`config.mk`:
```
export PLATFORM = sky130hd
export DESIGN_NAME = custom_exec_unit_flat
export DESIGN_NICKNAME = d
export VERILOG_FILES = /design/src/rtl/custom_exec_unit_if.sv /design/src/rtl/custom_exec_unit.sv /design/src/flat_wrapper.sv
export SDC_FILE = /design/constraint.sdc
export NUM_CORES = 1
export LEC_CHECK = 0
export BUFFER_PORTS_ARGS = -buffer_cell sky130_fd_sc_hd__buf_2
export CAP_MARGIN = 20
export CORE_ASPECT_RATIO = 1.25
export CORE_UTILIZATION = 53
export DETAILED_ROUTE_END_ITERATION = 8
export PLACE_DENSITY = 0.77
export SLEW_MARGIN = 20
export SYNTH_ARGS = -nofsm -noshare
export SYNTH_HDL_FRONTEND = slang
export SYNTH_SLANG_ARGS = --single-unit
```
`constraint.sdc`:
```
create_clock -name clk -period 2.5 [get_ports clk]
set_input_delay 0.5 -clock clk [delete_from_list [all_inputs] [get_ports clk]]
set_output_delay 0.5 -clock clk [all_outputs]
set_load 0.05 [all_outputs]
```
`src/rtl/custom_exec_unit_if.sv`:
```
// Request/response bundle between the decode stage and the custom execution unit.
// The master side is the upstream pipeline; the slave side is the unit itself.
interface custom_exec_unit_if #(
    parameter int DATA_W = 19,
    parameter int RD_W   = 5
);
    logic              req_valid_i;
    logic              req_ready_o;
    logic [2:0]        custom_instr_i;
    logic [DATA_W-1:0] op1_i;
    logic [DATA_W-1:0] op2_i;
    logic [RD_W-1:0]   rd_i;
    logic              flush_i;
    logic              res_valid_o;
    logic [DATA_W-1:0] res_o;
    logic [DATA_W-1:0] res2_o;
    logic [RD_W-1:0]   res_rd_o;
    logic              illegal_o;
    logic              busy_o;

    modport master (
        output req_valid_i, custom_instr_i, op1_i, op2_i, rd_i, flush_i,
        input  req_ready_o, res_valid_o, res_o, res2_o, res_rd_o, illegal_o, busy_o
    );

    modport slave (
        input  req_valid_i, custom_instr_i, op1_i, op2_i, rd_i, flush_i,
        output req_ready_o, res_valid_o, res_o, res2_o, res_rd_o, illegal_o, busy_o
    );
endinterface

```
`src/rtl/custom_exec_unit.sv`:
```
// Multi-cycle custom coprocessor: iterative rotate/XOR cipher (ENCRYPT/DECRYPT)
// and a 2-point FFT butterfly, with a one-cycle result pulse and pipeline stall.
module custom_exec_unit #(
    parameter int DATA_W = 19,
    parameter int RD_W   = 5,
    parameter int ROUNDS = 4,
    parameter int ROT    = 3
) (
    input  logic               clk,
    input  logic               rst_n,
    custom_exec_unit_if.slave  bus
);
    localparam int CNT_W = $clog2(ROUNDS) + 1;
    localparam logic [CNT_W-1:0] LAST_RND = CNT_W'(ROUNDS - 1);

    localparam logic [2:0] CODE_DATA_MEM = 3'b000;
    localparam logic [2:0] CODE_FFT      = 3'b010;
    localparam logic [2:0] CODE_ENCRYPT  = 3'b101;
    localparam logic [2:0] CODE_DECRYPT  = 3'b111;

    typedef enum logic [1:0] {
        ST_IDLE = 2'd0,
        ST_RUN  = 2'd1,
        ST_DONE = 2'd2
    } state_t;

    function automatic logic [DATA_W-1:0] rotl_c(input logic [DATA_W-1:0] x);
        return (x << ROT) | (x >> (DATA_W - ROT));
    endfunction

    function automatic logic [DATA_W-1:0] rotr_c(input logic [DATA_W-1:0] x);
        return (x >> ROT) | (x << (DATA_W - ROT));
    endfunction

    function automatic logic [DATA_W-1:0] rotl_v(input logic [DATA_W-1:0] x,
                                                 input logic [CNT_W-1:0]  n);
        logic [2*DATA_W-1:0] t;
        int sh;
        sh = int'(n) % DATA_W;
        t  = {x, x} << sh;
        return t[2*DATA_W-1:DATA_W];
    endfunction

    state_t            state_q, state_d;
    logic [DATA_W-1:0] s_q, s_d;
    logic [DATA_W-1:0] key_q, key_d;
    logic              dec_q, dec_d;
    logic [CNT_W-1:0]  rnd_q, rnd_d;
    logic [RD_W-1:0]   rd_q, rd_d;
    logic [DATA_W-1:0] res_q, res_d;
    logic [DATA_W-1:0] res2_q, res2_d;
    logic [RD_W-1:0]   res_rd_q, res_rd_d;
    logic              illegal_q, illegal_d;

    logic [CNT_W-1:0]  round_idx;
    logic [DATA_W-1:0] round_key;
    logic [DATA_W-1:0] s_next;

    always_comb begin
        state_d   = state_q;
        s_d       = s_q;
        key_d     = key_q;
        dec_d     = dec_q;
        rnd_d     = rnd_q;
        rd_d      = rd_q;
        res_d     = res_q;
        res2_d    = res2_q;
        res_rd_d  = res_rd_q;
        illegal_d = 1'b0;

        // Decryption walks the key schedule backwards so it undoes encryption round by round.
        round_idx = dec_q ? (LAST_RND - rnd_q) : rnd_q;
        round_key = rotl_v(key_q, round_idx);
        s_next    = dec_q ? (rotr_c(s_q) ^ round_key) : rotl_c(s_q ^ round_key);

        if (bus.flush_i) begin
            state_d = ST_IDLE;
            rnd_d   = '0;
        end else begin
            case (state_q)
                ST_IDLE: begin
                    if (bus.req_valid_i) begin
                        case (bus.custom_instr_i)
                            CODE_DATA_MEM: ;
                            CODE_FFT: begin
                                res_d    = bus.op1_i + bus.op2_i;
                                res2_d   = bus.op1_i - bus.op2_i;
                                res_rd_d = bus.rd_i;
                                state_d  = ST_DONE;
                            end
                            CODE_ENCRYPT, CODE_DECRYPT: begin
                                s_d     = bus.op1_i;
                                key_d   = bus.op2_i;
                                dec_d   = (bus.custom_instr_i == CODE_DECRYPT);
                                rd_d    = bus.rd_i;
                                rnd_d   = '0;
                                state_d = ST_RUN;
                            end
                            default: illegal_d = 1'b1;
                        endcase
                    end
                end
                ST_RUN: begin
                    s_d = s_next;
                    if (rnd_q == LAST_RND) begin
                        res_d    = s_next;
                        res2_d   = '0;
                        res_rd_d = rd_q;
                        rnd_d    = '0;
                        state_d  = ST_DONE;
                    end else begin
                        rnd_d = rnd_q + 1'b1;
                    end
                end
                ST_DONE: state_d = ST_IDLE;
                default: state_d = ST_IDLE;
            endcase
        end
    end

    always_ff @(posedge clk or negedge rst_n) begin
        if (!rst_n) begin
            state_q   <= ST_IDLE;
            s_q       <= '0;
            key_q     <= '0;
            dec_q     <= 1'b0;
            rnd_q     <= '0;
            rd_q      <= '0;
            res_q     <= '0;
            res2_q    <= '0;
            res_rd_q  <= '0;
            illegal_q <= 1'b0;
        end else begin
            state_q   <= state_d;
            s_q       <= s_d;
            key_q     <= key_d;
            dec_q     <= dec_d;
            rnd_q     <= rnd_d;
            rd_q      <= rd_d;
            res_q     <= res_d;
            res2_q    <= res2_d;
            res_rd_q  <= res_rd_d;
            illegal_q <= illegal_d;
        end
    end

    // The result pulse is tied to DONE so a flush arriving in DONE cannot hide it.
    assign bus.req_ready_o = (state_q == ST_IDLE);
    assign bus.busy_o      = (state_q != ST_IDLE);
    assign bus.res_valid_o = (state_q == ST_DONE);
    assign bus.res_o       = res_q;
    assign bus.res2_o      = res2_q;
    assign bus.res_rd_o    = res_rd_q;
    assign bus.illegal_o   = illegal_q;
endmodule

```
`src/flat_wrapper.sv`:
```
// flat-port wrapper written by rule: the top's interface ports become plain ports
module custom_exec_unit_flat 
#(
    parameter int DATA_W = 19,
    parameter int RD_W   = 5,
    parameter int ROUNDS = 4,
    parameter int ROT    = 3
)
  (clk, rst_n, bus_req_valid_i, bus_custom_instr_i, bus_op1_i, bus_op2_i, bus_rd_i, bus_flush_i, bus_req_ready_o, bus_res_valid_o, bus_res_o, bus_res2_o, bus_res_rd_o, bus_illegal_o, bus_busy_o);
  custom_exec_unit_if #(.DATA_W(DATA_W), .RD_W(RD_W)) bus_i ();
  input  logic clk;
  input  logic rst_n;
  input wire logic [$bits(bus_i.req_valid_i)-1:0] bus_req_valid_i;
  input wire logic [$bits(bus_i.custom_instr_i)-1:0] bus_custom_instr_i;
  input wire logic [$bits(bus_i.op1_i)-1:0] bus_op1_i;
  input wire logic [$bits(bus_i.op2_i)-1:0] bus_op2_i;
  input wire logic [$bits(bus_i.rd_i)-1:0] bus_rd_i;
  input wire logic [$bits(bus_i.flush_i)-1:0] bus_flush_i;
  output wire logic [$bits(bus_i.req_ready_o)-1:0] bus_req_ready_o;
  output wire logic [$bits(bus_i.res_valid_o)-1:0] bus_res_valid_o;
  output wire logic [$bits(bus_i.res_o)-1:0] bus_res_o;
  output wire logic [$bits(bus_i.res2_o)-1:0] bus_res2_o;
  output wire logic [$bits(bus_i.res_rd_o)-1:0] bus_res_rd_o;
  output wire logic [$bits(bus_i.illegal_o)-1:0] bus_illegal_o;
  output wire logic [$bits(bus_i.busy_o)-1:0] bus_busy_o;
  assign bus_i.req_valid_i = bus_req_valid_i;
  assign bus_i.custom_instr_i = bus_custom_instr_i;
  assign bus_i.op1_i = bus_op1_i;
  assign bus_i.op2_i = bus_op2_i;
  assign bus_i.rd_i = bus_rd_i;
  assign bus_i.flush_i = bus_flush_i;
  assign bus_req_ready_o = bus_i.req_ready_o;
  assign bus_res_valid_o = bus_i.res_valid_o;
  assign bus_res_o = bus_i.res_o;
  assign bus_res2_o = bus_i.res2_o;
  assign bus_res_rd_o = bus_i.res_rd_o;
  assign bus_illegal_o = bus_i.illegal_o;
  assign bus_busy_o = bus_i.busy_o;
  custom_exec_unit #(.DATA_W(DATA_W), .RD_W(RD_W), .ROUNDS(ROUNDS), .ROT(ROT)) u_core (.clk(clk), .rst_n(rst_n), .bus(bus_i));
endmodule
```
* After elaboration in Yosys (flattened, before gate mapping)
Index checks and enable logic that the tools add are counted.
W data, S select, Z words.
** Word-level totals
- Flip-flop bits (word level) :: 93
- Input bits :: 50
- Output and inout port bits :: 47
- Logic and storage cells :: 78
** Operators by class
- Add/subtract/negate cells :: 4
- Divide/modulo/power cells :: 1
- Equal/unequal tests :: 14
- Shifts and indexed selects :: 1
- Mux-type cells :: 31
- Bitwise logic cells :: 5
- Reduce and logical (&&, ||, !) cells :: 12
** Operators by type and width (number)
- $mux W19 :: 9
- $pmux W19 S2 :: 3
- $shl A38 B32 Y38 :: 1
- $xor A19 B19 Y19 :: 2
- $mod A4 B6 Y32 const B :: 1
- $add A19 B19 Y19 :: 1
- $or A16 B19 Y19 :: 1
- $or A19 B3 Y19 :: 1
- $sub A19 B19 Y19 :: 1
- $mux W3 :: 5
- $mux W5 :: 3
- $pmux W5 S2 :: 1
- $pmux W2 S2 :: 2
- $reduce_and A4 Y1 :: 2
- $eq A3 B2 Y1 const B :: 2
- $eq A3 B3 Y1 const B :: 2
- $mux W2 :: 3
- $ne A2 B1 Y1 const B :: 3
- $ne A3 B2 Y1 const B :: 2
- $pmux W3 S2 :: 1
- $reduce_and A3 Y1 :: 2
- $reduce_and A5 Y1 :: 1
- $mux W1 :: 4
- $ne A4 B2 Y1 const B :: 1
- 13 further kinds :: 14

* Depth between registers and ports, before layout
Gate-level depths: netlist (run 1).
- Depth after elaboration :: 9
- Mapped depth :: 10
- Depth with buffers taken out :: 10

* Worst setup path after synthesis (run 1)
OpenSTA, ideal clock, no wires.
- Path kind :: reg2reg
- Start :: register u_core.state_q[1]
- End :: register u_core.key_q[10]
- Library setup time :: 125 ps
- Data arrival time :: 2465 ps
- Data required time :: 2375 ps
- Setup slack :: -90 ps
- Stages on the path, launching flop included :: 6
- Buffers on the path :: 1
- Clock period less this slack :: 2590 ps
- Cells stage by stage :: dfrtp_1 -> nor2_1 -> nand3b_1 -> nor2_1 -> clkbuf_1 -> mux2_2
** On the way
- Cells in the longest elaborated chain, start to end :: 2
** RTL lines
- start, declared :: line custom_exec_unit.sv:44 : state_t state_q, state_d;
- start signal, assigned :: line custom_exec_unit.sv:134 : state_q <= state_d;
- $logic_not A2 Y1
- named net bus_req_ready_o :: line flat_wrapper.sv:19 : output wire logic [$bits(bus_i.req_ready_o)-1:0] bus_req_ready_o;
- $reduce_and A4 Y1 (no line)
- end signal, assigned :: line custom_exec_unit.sv:136 : key_q <= key_d;
- end, declared :: line custom_exec_unit.sv:46 : logic [DATA_W-1:0] key_q, key_d;
The timed path passes the listed nets, and every way through them passes these cells.
A chain may end at the register's enable or synchronous reset.

* Worst setup path in the final report (run 1)
- Start :: register u_core.dec_q
- End :: register u_core.res_q[12] (netlist: u_core.bus.res_o[12])
** On the way
- Cells in the longest elaborated chain, start to end :: 8
- Elaborated cells between the ends (all ways) :: 9
- Those cells by class :: div (1); shift (1); mux (4); bitwise (3)
** RTL lines
- start, declared :: line custom_exec_unit.sv:47 : logic dec_q, dec_d;
- start signal, assigned :: line custom_exec_unit.sv:126 : dec_q <= 1'b0;
- start signal, assigned :: line custom_exec_unit.sv:137 : dec_q <= dec_d;
- $mux W3 :: line custom_exec_unit.sv:72 : round_idx = dec_q ? (LAST_RND - rnd_q) : rnd_q;
- $mod A4 B6 Y32 :: line custom_exec_unit.sv:39 : sh = int'(n) % DATA_W;
- $shl A38 B32 Y38 :: line custom_exec_unit.sv:40 : t = {x, x} << sh;
- $xor A19 B19 Y19 :: line custom_exec_unit.sv:74 : s_next = dec_q ? (rotr_c(s_q) ^ round_key) : rotl_c(s_q ^ round_key);
- $or A19 B3 Y19 :: line custom_exec_unit.sv:28 : return (x << ROT) | (x >> (DATA_W - ROT));
- $mux W19 * :: line custom_exec_unit.sv:74
- $mux W19 * :: line custom_exec_unit.sv:105 : if (rnd_q == LAST_RND) begin
- $pmux W19 S2 * :: line custom_exec_unit.sv:80 : case (state_q)
- end signal, assigned :: line custom_exec_unit.sv:140 : res_q <= res_d;
- end, declared :: line custom_exec_unit.sv:50 : logic [DATA_W-1:0] res_q, res_d;
Mark *: on every way between the ends. The rest lies on a longest branch, timed or not. The select of a mux whose other input is x is not followed.

==> results of run 1 <==
what timing repair did:
item                       4_1_cts  5_1_grt
setup endpoints to repair       33       39
setup buffers                    0        5
pin swaps                        3       57
gates resized for setup         12       39
cloned                           0        1
area by class of cell:
class / count / area, um^2
clock buffers: 10 / 229
clock inverters: 6 / 52.6
fillers: 960 / 3670
inverters: 38 / 145
multi-input cells: 557 / 4530
flip-flops and latches: 93 / 2330
well taps: 168 / 210
repair buffers: 226 / 1610
critical path, stage by stage (launching register included):
cell and delay, ns:
dfrtp_1 0.40, buf_12 0.15, xor2_4 0.26, clkbuf_16 0.22, mux4_2 0.58, mux2i_4 0.19, xor2_1 0.20, nor2_1 0.10
a211oi_2 0.23, a21oi_1 0.10
worst max-delay path by stage:
stage	start	endpoint
finish	u_core.dec_q	u_core.bus.res_o[12]
CTS	u_core.dec_q	u_core.bus.res_o[18]
global route	u_core.dec_q	u_core.s_q[12]
global placement	bus_op2_i[0]	u_core.bus.res_o[14]
detailed placement	bus_op2_i[1]	u_core.bus.res2_o[9]
floorplan	bus_op2_i[6]	u_core.bus.res_o[17]
routing by layer:
layer / up-vias / routed length, um
li1: 2990 / -
met1: 3176 / 8530
met2: 311 / 11100
met3: 59 / 1330
met4: 0 / 763
met5: - / 0
state kept, by name (all words and copies together) (netlist names):
signal,cells
u_core.bus.illegal_o,1
u_core.bus.res2_o,19
u_core.bus.res_o,19
u_core.bus.res_rd_o,5
u_core.dec_q,1
u_core.key_q,19
u_core.rd_q,5
u_core.rnd_q,3
u_core.s_q,19
u_core.state_q,2
logic make-up after synthesis:
family                     count (synthesis)  share of synthesized area (%)
AOI/OAI and AO/OA                        202                           18.8
and+or+nand+nor                          178                           11.1
DFF                                       93                           33.3
buffers and inverters                     76                           4.65
muxes                                     70                           15.9
xor gates and xnor gates                  68                           9.05
adders and majority gates                 39                           7.19
metrics by stage:
step / cell area, um^2 / util (%) / hold WS (ns) / power [mW] / std cells
final: 9110 / 71.3 / 0.121 / 8.57 / 1098
after global routing: 9110 / 71.3 / 0.158 / 8.97 / 1098
after CTS: 8860 / 69.4 / 0.137 / 8.19 / 1092
after detailed placement: 8550 / 66.9 / 0.471 / 6.74 / 1076
after global placement: 8550 / 66.9 / 0.454 / 6.62 / 1076
after floorplan: 7000 / - / 0.204 / 5.36 / 726
power by group through the flow:
| stage | Sequential, mW | Combinational (mW) | Clock (mW) |
|---|---|---|---|
| final | 2.42 | 4.79 | 1.35 |
| after global routing | 2.46 | 5.08 | 1.42 |
| after CTS | 2.38 | 4.44 | 1.37 |
| after detailed placement | 2.40 | 4.34 | 0 |
| after global placement | 2.38 | 4.24 | 0 |
| after floorplan | 3.23 | 2.13 | 0 |
cells in the final DEF, fill, tap and decap left out, types with 4 or more instances in the layout:
cell       count
a211oi_1       4
a211oi_2      15
a21o_1         7
a21oi_1       34
a31oi_1       14
and3_1         5
buf_12         8
buf_2         95
buf_4        113
buf_6          9
clkbuf_16     10
dfrtp_1       93
ha_1          37
inv_1         35
mux2_2        25
mux2i_1        8
mux2i_4       17
mux4_2        19
nand2_1       73
nand2b_1      12
nor2_1        56
nor2b_1        7
nor3_1         6
o211ai_1       5
o21ai_0       47
o21ai_1       27
o31ai_1       10
xnor2_1       39
xor2_1        20
xor2_2         4
==> results.json, run 1 <==
{
  "synth_top_area_cell": "dfrtp_1",
  "synth-edff-count": 0,
  "clock_root_buffer": "clkbuf_16",
  "crit_fanout": 8,
  "power.share.sequential_pct": 28.3,
  "antenna_left": 0,
  "finalWeightedCongestion": 0.947,
  "power.share.switching_pct": 46.0,
  "max_slew_margin_pct": 54.8,
  "skew_ns": 0.0111,
  "cts.hold.buffers_added": 0,
  "synth-async-reset-ratio_pct": 100,
  "busiest_layer_in_global_routing": "met2",
  "timing.final.hold_violations": 0,
  "design.die.area_um2": 13700,
  "grt_max_degree": 42,
  "p_clk_share_pct": 15.8,
  "cts_max_level": 3,
  "bufs_on_longest_clock_path": 2,
  "synth_area_um2": 7000,
  "detailedPlacementHpwl_um": 16300,
  "global_route.usage.total_pct": 31.8,
  "antennaDiodeCount": 0,
  "clkLatencyLatePin_ns": 0.35,
  "finalCritPeriodShare_pct": 103,
  "syn_area_per_cell_um2": 9.64,
  "netlist.area_leader.share_pct": 33.3,
  "slew_violations": 0,
  "globalRouteMet2Util_pct": 55.9,
  "wire_length_of_the_first_global_routing_pass_um": 33500,
  "coreArea_um2": 12800,
  "post-route-drc-count": 0,
  "timing.setup.tns_ns": -0.928,
  "grt_antenna_before_repair": 0,
  "timing.final.setup_violations": 30,
  "reg2regPathDepth": 9,
  "worst_min_delay_path_class": "primary input to async pin",
  "yosysSeqAreaShare_pct": 33.3,
  "worst_r2r_endpoint": "u_core.bus.res_o[12]",
  "first_iter_violations": 377,
  "synth-warning-count": 0,
  "via_per_inst": 5.95,
  "clkSlewWorstSetupHoldPaths_ns": 0.07,
  "power.density_nw_per_um2": 941,
  "io_buffers": 96,
  "post_synth_most_frequent_cells": "93 x dfrtp_1, 73 x nand2_1, 58 x nor2_1, 49 x o21ai_0, 42 x xnor2_1",
  "critical_path_class": "register to register",
  "clock_net_sink_count": 93,
  "finish.net_count": 1014,
  "wl_um": 21700,
  "run_status": "finished, violations left",
  "ffs_latches_synth": 93,
  "syn-instance-count": 726,
  "reg2reg_setup_slack_ns": -0.07,
  "core.rowCount": 46,
  "max-cap-violations": 0,
  "type_of_element_launching_the_critical_path": "register",
  "tritoncts": "yes",
  "share_comb_of_total_power_pct": 55.9,
  "total_leakage_power_nw": 4.21,
  "post_route_setup_slack_ns": -0.0740,
  "synthMostInstantiatedCell": "dfrtp_1",
  "drt_first_pass_iters": 8,
  "critPathRequiredTime_ns": 2.72,
  "fin_crit_ns": 2.57,
  "ios": 97,
  "switching_power_mw": 3.94,
  "die-height_um": 130,
  "grt_setup_unrepaired": "true",
  "place_worst_setup_slack_ns": -0.253,
  "gr-usage-met1_pct": 40.7,
  "internal_power_mw": 4.63,
  "area_growth_syn_to_layout_pct": 30.2,
  "via_count_of_the_first_global_routing_pass": 6451,
  "timing_worst_slew_pin_value_ns": 0.676,
  "timing.critical_path.arrival_ns": 2.79,
  "worst_setup_path_end_kind": "register",
  "critical_r2r_launch": "u_core.dec_q",
  "ys_types": 63,
  "maxClockFrequency_ghz": 0.389,
  "start_util_pct": 54.8,
  "wl_per_cell_um": 19.8,
  "synthTopCellsByArea": "dfrtp_1 33%, ha_1 6.6%, xnor2_1 5.3%",
  "violated_checks": "negative setup slack",
  "grt_remaining_overflow": 0,
  "postSynthNetCount": 815,
  "ys_dominant_reg_cell": "dfrtp_1",
  "cts-buffers-inserted": 9,
  "via_count_of_the_routed_design": 6536,
  "drive_gt1_share_pct": 37.0,
  "groute.layer.met3.usage_pct": 3.47,
  "max-vdd-ir-drop_mv": 0.430,
  "die_w_um": 105
}
Note: power is estimated with default switching activity, not from simulation.
==> run 2, diff against run 1 <==
--- a/config.mk
+++ b/config.mk
@@ -8,9 +8,9 @@
 export BUFFER_PORTS_ARGS = -buffer_cell sky130_fd_sc_hd__buf_2
 export CAP_MARGIN = 20
 export CORE_ASPECT_RATIO = 1.25
-export CORE_UTILIZATION = 53
+export CORE_UTILIZATION = 59
 export DETAILED_ROUTE_END_ITERATION = 8
-export PLACE_DENSITY = 0.77
+export PLACE_DENSITY = 0.82
 export SLEW_MARGIN = 20
 export SYNTH_ARGS = -nofsm -noshare
 export SYNTH_HDL_FRONTEND = slang
==> constraint.sdc (replaced) <==
create_clock -name clk -period 2.69 [get_ports clk]
set_input_delay 0.538 -clock clk [delete_from_list [all_inputs] [get_ports clk]]
set_output_delay 0.538 -clock clk [all_outputs]
set_load 0.05 [all_outputs]
==> results.json, run 2 (synthesized netlist as in run 1, its figures left out) <==
{
  "via_count_of_the_routed_design": 6339,
  "clkSlewWorstSetupHoldPaths_ns": 0.07,
  "worstPathCellList": "buf_4, xor2_4, buf_12, mux4_2, mux2i_2, xor2_1, nor2_1, a211oi_2, a221oi_1",
  "finish.net_count": 946,
  "max-vdd-ir-drop_mv": 0.510,
  "critPathTopFamily": "multiplexers",
  "post-route-drc-count": 0,
  "worst_min_delay_path_class": "primary input to async pin",
  "global_route.usage.total_pct": 35.2,
  "clock_root_buffer": "clkbuf_16",
  "grt_setup_unrepaired": "true",
  "finalWeightedCongestion": 1.01,
  "coreArea_um2": 11600,
  "antenna_left": 0,
  "switching_power_mw": 3.43,
  "grt_remaining_overflow": 0,
  "start_util_pct": 60.5,
  "slew_violations": 0,
  "run_status": "completed",
  "via_count_of_the_first_global_routing_pass": 6283,
  "reg2reg_setup_slack_ns": 0.05,
  "power.density_nw_per_um2": 902,
  "critical_r2r_launch": "u_core.dec_q",
  "timing.setup.tns_ns": 0,
  "skew_ns": 0.00789,
  "bufs_on_longest_clock_path": 2,
  "dp_cells": 984,
  "finalCritPeriodShare_pct": 98.0,
  "grt_antenna_before_repair": 0,
  "critical_path_class": "register to register",
  "power.share.sequential_pct": 29.7,
  "total_leakage_power_nw": 3.88,
  "mostFrequentLayoutCell": "buf_2",
  "worst-path-buf-inv": 2,
  "clock_net_sink_count": 93,
  "finalPower_mw": 7.55,
  "via_per_inst": 6.34,
  "antennaDiodeCount": 0,
  "share_comb_of_total_power_pct": 51.4,
  "p_clk_share_pct": 18.9,
  "internal_power_mw": 4.12,
  "cts.hold.buffers_added": 0,
  "timing.critical_path.arrival_ns": 2.85,
  "critical_path.slowest_cell": "mux4_2",
  "timing.final.hold_violations": 0,
  "layoutNonFillerInstCount": 1000,
  "area_growth_syn_to_layout_pct": 19.5,
  "worst_r2r_endpoint": "u_core.bus.res_o[18]",
  "timing.final.setup_violations": 0,
  "detailedPlacementHpwl_um": 15600,
  "crit_fanout": 19,
  "wl_um": 21000,
  "max_slew_margin_pct": 62.2,
  "drive_gt1_share_pct": 29.4,
  "grt_max_degree": 56,
  "drt_first_pass_iters": 5,
  "tritoncts": "yes",
  "timing_worst_slew_pin_value_ns": 0.560,
  "type_of_element_launching_the_critical_path": "register",
  "core.rowCount": 44,
  "cts-buffers-inserted": 9,
  "die_w_um": 99.4,
  "first_iter_violations": 473,
  "critical-path-max-stage-delay_ns": 0.57,
  "reg2regPathDepth": 9,
  "max-cap-violations": 0,
  "cts.repair_timing.setup_buffer_count": 0,
  "design.die.area_um2": 12300,
  "fin_crit_ns": 2.64,
  "power.share.switching_pct": 45.4,
  "ios": 97,
  "cts_max_level": 3,
  "critPathRequiredTime_ns": 2.90,
  "io_buffers": 96,
  "die-height_um": 124,
  "wire_length_of_the_first_global_routing_pass_um": 32700,
  "wl_per_cell_um": 21.0,
  "clkLatencyLatePin_ns": 0.35,
  "worst_setup_path_end_kind": "register",
  "final_cell_mix": "95 x buf_2, 93 x dfrtp_1, 73 x nand2_1",
  "maxClockFrequency_ghz": 0.379
}
[run 2: cell type report]
type / count / area [um^2]
Timing Repair Buffer: 158 / 998
Clock buffer: 10 / 239
Tap cell: 138 / 173
Multi-Input combinational cell: 557 / 4390
Sequential cell: 93 / 2330
Inverter: 38 / 145
Clock inverter: 6 / 91.3
Fill cell: 843 / 3200
[run 2: how the worst max path moves through the flow]
stage	end	from	cells past startpoint
3_5_place_dp	u_core.bus.res_o[16]	bus_op2_i[10]	10
3_3_place_gp	u_core.bus.res2_o[9]	bus_op2_i[1]	10
2_1_floorplan	u_core.key_q[10]	u_core.state_q[1]	5
6_report	u_core.bus.res_o[18]	u_core.dec_q	9
4_1_cts	u_core.bus.res_o[9]	u_core.dec_q	9
5_1_grt	u_core.bus.res_o[9]	u_core.dec_q	9
[run 2: per-stage QoR]
step | cell area [um^2] | setup slack, ns | utilization, % | hold WS, ns
after floorplan | 7000 | 0.0997 | - | 0.242
after CTS | 8330 | 0.0566 | 72.1 | 0.0826
after global placement | 8000 | -0.0584 | 69.2 | 0.445
after global routing | 8360 | -0.0247 | 72.3 | 0.0885
final | 8360 | 0.0526 | 72.3 | 0.0779
after detailed placement | 8000 | -0.128 | 69.2 | 0.454
[run 2: power groups by stage]
stage	Combinational [mW]	Sequential, mW	Clock, mW
floorplan	1.98	3.00	0
CTS	3.83	2.23	1.43
global placement	3.71	2.21	0
global route	4.12	2.27	1.49
finish	3.88	2.24	1.43
detailed placement	3.78	2.24	0
[run 2: worst register-to-register path, delay by kind of cell, from the launching register on]
kind	cells	cell delay (ns)
flops	1	0.37
xor+xnor	2	0.37
simple gates	1	0.07
buf+inv	2	0.37
compound gates	2	0.49
mux	2	0.85
[run 2: repair_timing]
item	4_1_cts	5_1_grt
pin swaps	0	0
gates resized for setup	1	7
setup endpoints to repair	1	14
gates cloned	0	0
[run 2: routing by layer]
metal | vias to the layer above | track usage [%] | routed length, um
li1 | 2868 | - | -
met1 | 3109 | 44.9 | 8360
met2 | 300 | 59.4 | 10500
met3 | 62 | 5.22 | 1400
met4 | 0 | 16.1 | 745
met5 | - | 0 | 0
